<file path="src/rtl/gpio_in_conditioner.sv">
// GPIO pad input conditioning: two-flop synchronizer, per-pin stable-count debounce,
// edge detection into sticky W1C pending bits, registered interrupt and lowest-pin ID.
module gpio_in_conditioner #(
   parameter int unsigned NUM_PINS   = 32,
   parameter int unsigned DEBOUNCE_W = 8,
   localparam int unsigned IdW       = (NUM_PINS > 1) ? $clog2(NUM_PINS) : 1
) (
   input  logic                  clk,
   input  logic                  rst,
   input  logic [NUM_PINS-1:0]   gpio_in,
   input  logic [DEBOUNCE_W-1:0] cfg_debounce_i,
   input  logic [NUM_PINS-1:0]   cfg_rise_en_i,
   input  logic [NUM_PINS-1:0]   cfg_fall_en_i,
   input  logic [NUM_PINS-1:0]   irq_clr_i,
   output logic [NUM_PINS-1:0]   gpio_clean_o,
   output logic [NUM_PINS-1:0]   irq_pending_o,
   output logic                  irq_o,
   output logic [IdW-1:0]        irq_id_o,
   output logic                  irq_id_valid_o
);

   logic [NUM_PINS-1:0]   q1_q, q2_q;
   logic [NUM_PINS-1:0]   stable_q, stable_d;
   logic [DEBOUNCE_W-1:0] cnt_q [NUM_PINS];
   logic [DEBOUNCE_W-1:0] cnt_d [NUM_PINS];
   logic [NUM_PINS-1:0]   rise_evt, fall_evt;
   logic [NUM_PINS-1:0]   pending_q, pending_d;
   logic                  irq_q;
   logic [IdW-1:0]        irq_id_q, irq_id_d;

   // Counter holds the number of consecutive mismatching cycles already seen; a commit
   // happens on the cycle that would make it N+1.
   always_comb begin
      stable_d = stable_q;
      rise_evt = '0;
      fall_evt = '0;
      for (int i = 0; i < NUM_PINS; i++) begin
         cnt_d[i] = '0;
         if (q2_q[i] != stable_q[i]) begin
            if (cnt_q[i] >= cfg_debounce_i) begin
               stable_d[i] = q2_q[i];
               rise_evt[i] = q2_q[i];
               fall_evt[i] = ~q2_q[i];
            end else if (cnt_q[i] != {DEBOUNCE_W{1'b1}}) begin
               cnt_d[i] = cnt_q[i] + 1'b1;
            end else begin
               cnt_d[i] = cnt_q[i];
            end
         end
      end
   end

   // Set has priority over a simultaneous clear.
   always_comb begin
      pending_d = (rise_evt & cfg_rise_en_i) | (fall_evt & cfg_fall_en_i) |
                  (pending_q & ~irq_clr_i);
   end

   always_comb begin
      irq_id_d = '0;
      for (int i = NUM_PINS - 1; i >= 0; i--) begin
         if (pending_q[i]) begin
            irq_id_d = IdW'(i);
         end
      end
   end

   always_ff @(posedge clk) begin
      if (rst) begin
         q1_q      <= '0;
         q2_q      <= '0;
         stable_q  <= '0;
         pending_q <= '0;
         irq_q     <= 1'b0;
         irq_id_q  <= '0;
         for (int i = 0; i < NUM_PINS; i++) begin
            cnt_q[i] <= '0;
         end
      end else begin
         q1_q      <= gpio_in;
         q2_q      <= q1_q;
         stable_q  <= stable_d;
         pending_q <= pending_d;
         irq_q     <= |pending_q;
         irq_id_q  <= irq_id_d;
         for (int i = 0; i < NUM_PINS; i++) begin
            cnt_q[i] <= cnt_d[i];
         end
      end
   end

   assign gpio_clean_o   = stable_q;
   assign irq_pending_o  = pending_q;
   assign irq_o          = irq_q;
   assign irq_id_o       = irq_id_q;
   assign irq_id_valid_o = irq_q;

endmodule

</file>
<file path="config.mk">
export PLATFORM = sky130hd
export DESIGN_NAME = gpio_in_conditioner
export DESIGN_NICKNAME = d
export VERILOG_FILES = /design/src/rtl/gpio_in_conditioner.sv
export SDC_FILE = /design/constraint.sdc
export NUM_CORES = 1
export LEC_CHECK = 0
export CORE_UTILIZATION = 46
export CTS_CLUSTER_SIZE = 14
export DETAILED_ROUTE_END_ITERATION = 6
export MAX_ROUTING_LAYER = met4
export PLACE_DENSITY = 0.75
export SYNTH_ARGS = -nofsm -noshare
export SYNTH_HDL_FRONTEND = slang
export SYNTH_SLANG_ARGS = --single-unit
</file>
<file path="constraint.sdc">
create_clock -name clk -period 4.2 [get_ports clk]
set_clock_uncertainty 0.1 [all_clocks]
set_input_delay 0.84 -clock clk [delete_from_list [all_inputs] [get_ports clk]]
set_output_delay 0.84 -clock clk [all_outputs]
set_load 0.05 [all_outputs]
</file>
# [After elaboration in Yosys (flattened, before gate mapping)]
# Memory sizes are Yosys's and may differ from the RTL's.
# Index checks and enable logic that the tools add are counted.
[totals] latchBits=0 regBits=134 out_inout_bits=71 mem_bits_ro=0 n_memories=1 ram_bits=256
[memory_table] memory="cnt_q" depth=32 word_bits=8 rd=32 rd_ports_with_merged_regs=0 write_ports=32 line="24" source="logic [DEBOUNCE_W-1:0] cnt_q [NUM_PINS];"
[classes] n_reduce_logical=38 order_cmp=32 bitwise=70 div=0 multipliers=0 mux=290 shifts=0 n_addsub=32 eq_ne=64
[op_table] op="$mux W8" n=128
[op_table] op="$add A8 B1 Y8 const B" n=32
[op_table] op="$ge A8 B8 Y1" n=32
[op_table] op="$ne A8 B8 Y1 const B" n=32
[op_table] op="$mux W1" n=132
[op_table] op="$and A32 B32 Y32" n=3
[op_table] op="$mux W5" n=16
[op_table] op="$or A32 B32 Y32" n=2
[op_table] op="$reduce_and A2 Y1" n=32
[op_table] op="$mux W4" n=8
[op_table] op="$ne A1 B1 Y1" n=32
[op_table] op="$not A1 Y1" n=32
[op_table] op="$not A32 Y32" n=1
[op_table] op="$or A1 B1 Y1" n=32
[op_table] op="$reduce_or A32 Y1" n=1
[op_table] op="$reduce_or A17 Y1" n=1
[op_table] op="$mux W3" n=4
[op_table] op="$reduce_or A9 Y1" n=1
[op_table] op="$reduce_or A5 Y1" n=1
[op_table] op="$mux W2" n=2
[op_table] op="$reduce_or A3 Y1" n=1
[op_table] op="$reduce_or A2 Y1" n=1

# [Longest topological paths before layout]
# Gate-level depths: netlist of the first run.
[logic_depth] word_depth=31 ltp_mapped=8 ltp_nobuf=7

# [Least setup slack after synthesis of the first run]
# No wires, ideal clock.
[synth_timing] path_kind="in2reg" from="in cfg_debounce_i[6]" to="mem cnt_q[26][7] (netlist: cnt_q[1][87])" cell_stages=8 t_arrival_ps=3007 required_time_ps=4012 path_slack_ps=1005 n_path_buf=1 path_cell_list="inv_1 ha_1 o211a_1 a221oi_2 o21ai_1 or3_1 buf_2 a311oi_2"
[synth_lines] element="start, declared" line="11" source="input logic [DEBOUNCE_W-1:0] cfg_debounce_i,"
[synth_lines] element="end, declared" line="24"

==> reports/qor.yml, run 1 <==
num_vias: 18510
hold_depth: 1
route.antenna.remaining_nets: 0
async_reset_ff_share_pct: 0
relSlewSlack_pct: 33.09
die_w_um: 221.3
cts_buffers: 42
endpoint_kind: "flip-flop"
syn_nets: 2844
first_pass_iters: 5
clk_latency_ns: 0.57
final_common_cell: "dfxtp_1"
crit_path_start_kind: "input port"
antenna_found_initial: 0
gp_congestion: 0.8615
dieArea_um2: 48980
drt-wirelength-per-cell_um: 16.77
boundaryPins: 209
routed_wl_um: 54630
critical_path_class: "input port to flip-flop"
postCtsHoldBufs: 0
synth_area_per_cell_um2: 9.150
setup-tns-final_ns: 0
worstPathArrival_ns: 3.38
status: "complete, no violations"
cpMaxStageDelayCell: "or3_1"
crit_family: "buffers and inverters"
worst-r2r-cell-count: 6
yosys_warnings: 0
grt_pass1_wl_um: 90670
die_y_um: 221.3
maxSlewViolCount: 0
cts-htree-levels: 2
ys_ff_latch: 390
first_global_vias: 18380
finalCriticalPeriod_ns: 2.992
row_count: 79
port_buffers: 208
core-area_um2: 46950
cts_root_buffer: "clkbuf_16"
fmax_mhz: 334.2
clk_pin_slew_ns: 0.06
holdWs_ns: 0.3374
period_share_pct: 71.24
area_delta_synth_final_pct: 18.91
hpwl_um: 38590
synth_cell_types: 51
final_cell_mix: "390 x dfxtp_1, 317 x nor2_1, 288 x ha_1"
power_density_nw_per_um2: 315.2
via_per_inst: 5.683
setup_violations: 0
grt_max_degree: 102
synth_area_um2: 22120
drtIter0Drc: 949
p_leak_nw: 11.44
cpPeakStageDelay_ns: 0.55
clock_sinks: 390
fill_cells: 4038
initial_core_util_pct: 47.12
cts_buffer_depth: 3
worst_pin_slew_ns: 0.9951
cp_num_cells: 9
drc: 0
path_max_fanout: 32
grt_usage_pct: 22.85
ys_seq_area_share_pct: 35.29
peakVddDrop_uv: 263.0
hold_viol: 0
cts_resized: 0
final_nets: 3042
layout-drive-gt1-share_pct: 5.059
hp-class: "flip-flop to flip-flop"
synth_edf_count: 0
cp.required_ns: 4.59
timing.critical_path.buf_inv: 3
path_cells: "clkdlybuf4s50_1 > inv_1 > buf_4 > ha_1 > a21o_1 > a221oi_2 > o21ai_1 > or3_1 > a211oi_1"
postCtsSetupRepairBufs: 0
ys.flop_type: "dfxtp_1"
grt_overflow_total: 0
rsz0062_at_grt: "false"
cts_tree: "yes"
syn-instance-count: 2418
drv_cap: 0
-- cells in the mapped netlist, types with 4 or more instances --
library cell	number	area, um^2
nor2b_1	118	738.2
mux2i_1	77	770.7
nor3b_1	7	52.55
o21ai_1	32	160.2
nor2_1	317	1190
a311oi_2	11	165.2
a311oi_1	5	43.79
nor3_1	40	200.2
and3_1	49	306.5
and2_1	22	137.6
clkbuf_1	29	108.9
xnor2_1	73	639.4
nand4_1	54	337.8
or3_1	35	219.0
a211oi_1	24	180.2
and4_1	24	210.2
ha_1	288	3603
dfxtp_1	390	7807
a21oi_1	63	315.3
nand3b_1	33	247.7
or2_2	4	25.02
a2bb2oi_1	4	35.03
nand2_1	88	330.3
nand3_1	123	615.6
o211a_1	32	320.3
a211oi_2	8	100.1
o21ai_0	64	320.3
a21o_1	96	720.7
a221oi_2	29	435.4
xor2_1	69	604.3
nand2b_1	47	294.0
buf_2	32	160.2
nor4_1	8	50.05
inv_1	51	191.4
a31oi_1	47	294.0
-- registers in the layout, summed over array words and instances, names as in the netlist --
signal	cells
irq_id_o	5
irq_id_valid_o	1
cnt_q	256
gpio_clean_o	32
q2_q	32
q1_q	32
irq_pending_o	32
-- final cells by class --
cell class,count,area [um^2],area share [%]
diodes,1,2.502,0.009512
clock buffers,52,1099,4.176
clock inverters,25,374.1,1.422
inverters,51,191.4,0.7277
multi-input cells,1912,13840,52.60
flip-flops and latches,390,7807,29.68
well taps,607,759.5,2.887
repair buffers,219,2236,8.499
-- report_power, final --
part	total (mW)	internal [mW]	switching (mW)
clock network	4.01	2.42	1.58
logic	0.514	0.255	0.259
registers	3.77	3.74	0.0318
-- layer usage --
metal / routed length (um) / track usage, % / up-vias
li1: - / - / 9165
met1: 25000 / 28.56 / 8749
met2: 25150 / 37.53 / 483
met3: 2850 / 3.120 / 111
met4: 1639 / 8.256 / 0
met5: 0 / - / -
-- per-stage QoR --
stage	utilization (%)	total power, mW	cell area [um^2]	std cells	worst slack, ns
after CTS	56.02	8.373	26300	3256	1.214
after floorplan	-	4.102	22120	2418	1.005
after global routing	56.02	8.595	26300	3256	1.069
after global placement	52.89	4.343	24830	3179	0.7309
final	56.03	8.291	26310	3257	1.208
after detailed placement	52.89	4.366	24830	3179	0.6501
-- kinds of logic after synthesis --
group | Yosys count | share of synthesized area (%)
AOI/OAI and AO/OA | 430 | 14.52
DFF | 390 | 35.29
adders and majority gates | 288 | 16.29
buffers and inverters | 116 | 2.166
and+or+nand+nor | 975 | 22.63
muxes | 77 | 3.484
xor gates and xnor gates | 142 | 5.622
-- worst paths after layout --
path	from	end	slack, ns
setup / recovery	cfg_debounce_i[3]	cnt_q[0][63]$_SDFFE_PP0P_	1.21
hold / removal	q1_q[8]$_SDFF_PP0_	q2_q[8]$_SDFF_PP0_	0.34
hold reg to reg	q1_q[8]$_SDFF_PP0_	q2_q[8]$_SDFF_PP0_	0.34
setup reg to reg	cnt_q[0][60]$_SDFFE_PP0P_	cnt_q[0][63]$_SDFFE_PP0P_	1.86
(Power assumes the default switching activity.)
==> run 2: changes to the inputs <==
- clock period: 4.2 -> 2.8 ns (I/O delays scaled with it)
==> run 2 against run 1 <==
Net effect:
- cell area rose by 2.9%
- register-to-register slack got worse by 1.3 ns
- setup slack lost 1.1 ns
==> reports/qor.yml, run 2 (synthesized netlist as in run 1, its figures left out) <==
status: "complete, no violations"
path_max_fanout: 18
cts_root_buffer: "clkbuf_16"
relSlewSlack_pct: 61.91
route.antenna.remaining_nets: 0
regMostFlops: "cnt_q"
p_comb_share_pct: 6.9
power_density_nw_per_um2: 456.9
grt_overflow_total: 0
worst_pin_slew_ns: 0.5662
hp-class: "input port to flip-flop"
gp_congestion: 0.9007
cts_buffer_depth: 3
clk_latency_ns: 0.58
initial_core_util_pct: 47.12
final_nets: 3114
hold_viol: 0
antennaDiodeCount: 0
die_y_um: 221.3
postCtsHoldBufs: 0
routed_wl_um: 56880
period_share_pct: 96.54
grt_usage_pct: 23.43
worst_slack_ns: 0.09699
drc: 0
endpoint_kind: "flip-flop"
cts_tree: "yes"
drv_cap: 0
antenna_found_initial: 0
largest_reg_flops: 256
final_common_cell: "dfxtp_1"
drtIter0Drc: 1069
power.share.switching_pct: 22.45
fmax_mhz: 370.0
die_w_um: 221.3
dp_slack_ns: -0.6080
first_global_vias: 18450
switchingPower_mw: 2.777
post-route-util_pct: 57.68
power_frac_seq_pct: 45.7
finalCriticalPeriod_ns: 2.703
first_pass_iters: 7
hpwl_um: 41970
final_cell_mix: "390 x dfxtp_1, 317 x nor2_1, 288 x ha_1"
top_layer_used: "met4"
rsz0062_at_grt: "false"
layout-drive-gt1-share_pct: 8.214
p_int_mw: 9.595
clk_pin_slew_ns: 0.06
core-area_um2: 46950
total_power_mw: 12.37
grt_pass1_wl_um: 92360
setup-tns-final_ns: 0
worstPathArrival_ns: 3.09
clkPwrFrac_pct: 47.4
drt-wirelength-per-cell_um: 17.12
holdWs_ns: 0.3084
met2WireLength_um: 26360
p_leak_nw: 11.88
dieArea_um2: 48980
grt_max_degree: 54
critical_path_class: "input port to flip-flop"
cts_buffers: 43
peakVddDrop_uv: 371.8
boundaryPins: 209
met3_length_um: 3386
cts-htree-levels: 2
clock_sinks: 390
setup_violations: 0
met1_length_um: 25590
via_per_inst: 5.721
cp.required_ns: 3.19
port_buffers: 208
area_delta_synth_final_pct: 22.40
maxSlewViolCount: 0
num_vias: 19010
crit_path_start_kind: "input port"
row_count: 79
==> run 2: layer usage <==
metal  vias up  global-route usage, %
li1       9293                      -
met1      9017                  29.44
met2       566                  38.16
met3       129                  3.811
met4         0                  7.737
met5         -                      -
==> run 2: final cells by class <==
class | count | area, um^2
clock inverters | 11 | 186.4
inverters | 51 | 202.7
well taps | 607 | 759.5
fillers | 3929 | 19870
clock buffers | 61 | 1246
repair buffers | 290 | 2934
multi-input cells | 1912 | 13940
flip-flops and latches | 390 | 7807
==> run 2: final timing paths <==
path                                  end                      from  cells after the start  slack [ns]
max             cnt_q[1][70]$_SDFFE_PP0P_         cfg_debounce_i[7]                      9         0.1
max reg2reg      cnt_q[1][6]$_SDFFE_PP0P_  cnt_q[1][6]$_SDFFE_PP0P_                      6        0.61
min reg2reg           q2_q[14]$_SDFF_PP0_       q1_q[14]$_SDFF_PP0_                      1        0.33
min          irq_pending_o[10]$_SDFF_PP0_                       rst                      2        0.31
==> run 2: repair_timing <==
action / in CTS / in global routing
hold endpoints to repair: 0 / 0
resized for setup: 3 / 19
gates cloned: 0 / 0
endpoints found under the setup margin: 4 / 78
buffers inserted: 0 / 1
pin swaps: 0 / 1
==> run 2: per-stage QoR <==
stage,cell area (um^2),std cells
floorplan,22140,2418
finish,27080,3322
detailed placement,25530,3249
CTS,26980,3321
global placement,25530,3249
global route,27080,3322
==> run 2: power by group through the flow <==
stage | Clock (mW) | Sequential (mW) | Combinational (mW)
detailed placement | 0 | 5.78 | 0.845
global placement | 0 | 5.77 | 0.808
finish | 5.86 | 5.66 | 0.854
floorplan | 0 | 5.76 | 0.389
CTS | 5.97 | 5.65 | 0.850
global route | 6.18 | 5.66 | 0.935
==> run 2: critical path, cell delays in order <==
cell             delay [ns]
clkdlybuf4s50_1        0.51
clkinvlp_4             0.21
buf_12                 0.24
ha_1                   0.33
o211a_1                0.16
a221oi_2               0.21
o21ai_1                0.14
or3_1                  0.49
nor3_1                 0.22
==> run 3: changes to the inputs <==
- CORE_MARGIN: default -> 1
- clock period: 2.8 -> 3 ns (I/O delays scaled with it)
==> run 3 against run 2 <==
Net effect:
- final cell count shrank 0.57%
- sequential power shrank 6.7%
- setup slack gained 0.19 ns
- flip-flop and latch count unchanged
- largest cell class unchanged
- count of clock-buffer cells in the layout decreased by 1
- routed wire length shrank 0.64%
- via count fell by 1.2%
- critical path depth is the same
- clock power fell by 6.8%
- core utilization down 0.68 points
- largest power group unchanged
- power is 7.1% lower
==> reports/qor.yml, run 3 (synthesized netlist as in run 1, its figures left out) <==
status: "complete, no violations"
port_buffers: 208
critical_path_class: "input port to flip-flop"
core-area_um2: 46950
dieArea_um2: 48980
crit_family: "simple AND/OR/NAND/NOR gates"
antennaDiodeCount: 0
holdWs_ns: 0.3354
timing.critical_path.buf_inv: 3
relSlewSlack_pct: 39.44
fmax_mhz: 368.2
drt-wirelength-per-cell_um: 17.11
worstReg2RegStart: "cnt_q[1][70]$_SDFFE_PP0P_"
row_count: 79
cpPeakStageDelay_ns: 0.52
period_share_pct: 90.53
first_pass_iters: 5
final_cell_mix: "390 x dfxtp_1, 317 x nor2_1, 288 x ha_1"
initial_core_util_pct: 47.12
maxSlewViolCount: 0
cts_buffer_depth: 3
finalCriticalPeriod_ns: 2.716
critPathLaunch: "cfg_debounce_i[6]"
p_leak_nw: 11.74
setup_violations: 0
postCtsHoldBufs: 0
hold_viol: 0
die_w_um: 221.3
crit_path_start_kind: "input port"
clk_pin_slew_ns: 0.06
cts-htree-levels: 2
cts_buffers: 43
final_common_cell: "dfxtp_1"
min_from: "q1_q[19]$_SDFF_PP0_"
worstPathArrival_ns: 3.10
hold_depth: 1
worst-r2r-cell-count: 6
path_cells: "clkdlybuf4s50_1 > inv_1 > buf_12 > ha_1 > o211a_1 > a221oi_2 > o21ai_1 > or3_1 > nor3_1"
via_per_inst: 5.683
cts_resized: 0
die_y_um: 221.3
worst_slack_ns: 0.2841
cts_root_buffer: "clkbuf_16"
area_delta_synth_final_pct: 20.96
grt_max_degree: 71
path_max_fanout: 14
gp_congestion: 0.8687
num_vias: 18770
clock_sinks: 390
cts_tree: "yes"
grt_overflow_total: 0
power_density_nw_per_um2: 429.7
endpoint_kind: "flip-flop"
largest_reg_flops: 256
drv_cap: 0
dp_slack_ns: -0.2248
final_area_um2: 26760
first_global_vias: 18570
routed_wl_um: 56520
total_power_mw: 11.50
cp_num_cells: 9
layout-drive-gt1-share_pct: 6.899
boundaryPins: 209
hpwl_um: 40600
hp-class: "flip-flop to flip-flop"
cp.required_ns: 3.39
grt_pass1_wl_um: 92140
route.antenna.remaining_nets: 0
drtIter0Drc: 1213
postCtsSetupRepairBufs: 0
grt_usage_pct: 23.49
clk_latency_ns: 0.57
final_nets: 3089
cpMaxStageDelayCell: "or3_1"
regMostFlops: "cnt_q"
r2r_slack_ns: 0.70
peakVddDrop_uv: 344.8
worst_pin_slew_ns: 0.9008
drc: 0
placedInstanceArea_um2: 25290
antenna_found_initial: 1
rsz0062_at_grt: "false"
## run 3: cell types whose count changed in the layout (fill, tap and decap cells not counted), moves of 2 or more
cell        before  now
or3_1           16   35
buf_4           63   42
clkinv_2         5   11
clkbuf_8         6   11
inv_1           48   51
inv_6            0    2
bufinv_16        5    3
or3_4           19    0
clkinvlp_4       3    1
buf_12          19   15
clkbuf_1        10    4
## run 3: cell type report
class / count / area, um^2
well taps: 607 / 759.5
multi-input cells: 1912 / 13840
inverters: 51 / 191.4
flip-flops and latches: 390 / 7807
clock buffers: 60 / 1292
fillers: 4046 / 20190
clock inverters: 18 / 178.9
repair buffers: 265 / 2694
## run 3: worst paths after layout
kind,endpoint
setup / recovery,cnt_q[1][70]$_SDFFE_PP0P_
hold / removal,q2_q[19]$_SDFF_PP0_
setup reg to reg,cnt_q[1][70]$_SDFFE_PP0P_
hold reg to reg,q2_q[19]$_SDFF_PP0_
## run 3: power by group
| part | leakage (nW) | total (mW) | internal, mW | switching, mW |
|---|---|---|---|---|
| clock | 0.737 | 5.46 | 3.27 | 2.19 |
| sequential | 3.16 | 5.28 | 5.23 | 0.0438 |
| combinational | 7.85 | 0.760 | 0.384 | 0.376 |
| total | 11.7 | 11.5 | 8.89 | 2.61 |
## run 3: metrics by stage
step / utilization, % / setup TNS (ns) / cells
4_1_cts: 57.00 / 0 / 3303
3_5_place_dp: 53.86 / -25.73 / 3225
5_1_grt: 57.00 / 0 / 3303
3_3_place_gp: 53.86 / -9.960 / 3225
2_1_floorplan: - / 0 / 2418
6_report: 57.00 / 0 / 3303
## run 3: layer usage
layer | part of all wire [%] | wire length (um) | track usage (%)
met4 | 2.7 | 1547 | 7.963
met1 | 45 | 25190 | 28.32
met2 | 48 | 26860 | 40.05
met3 | 5.2 | 2920 | 3.266
met5 | 0 | 0 | -
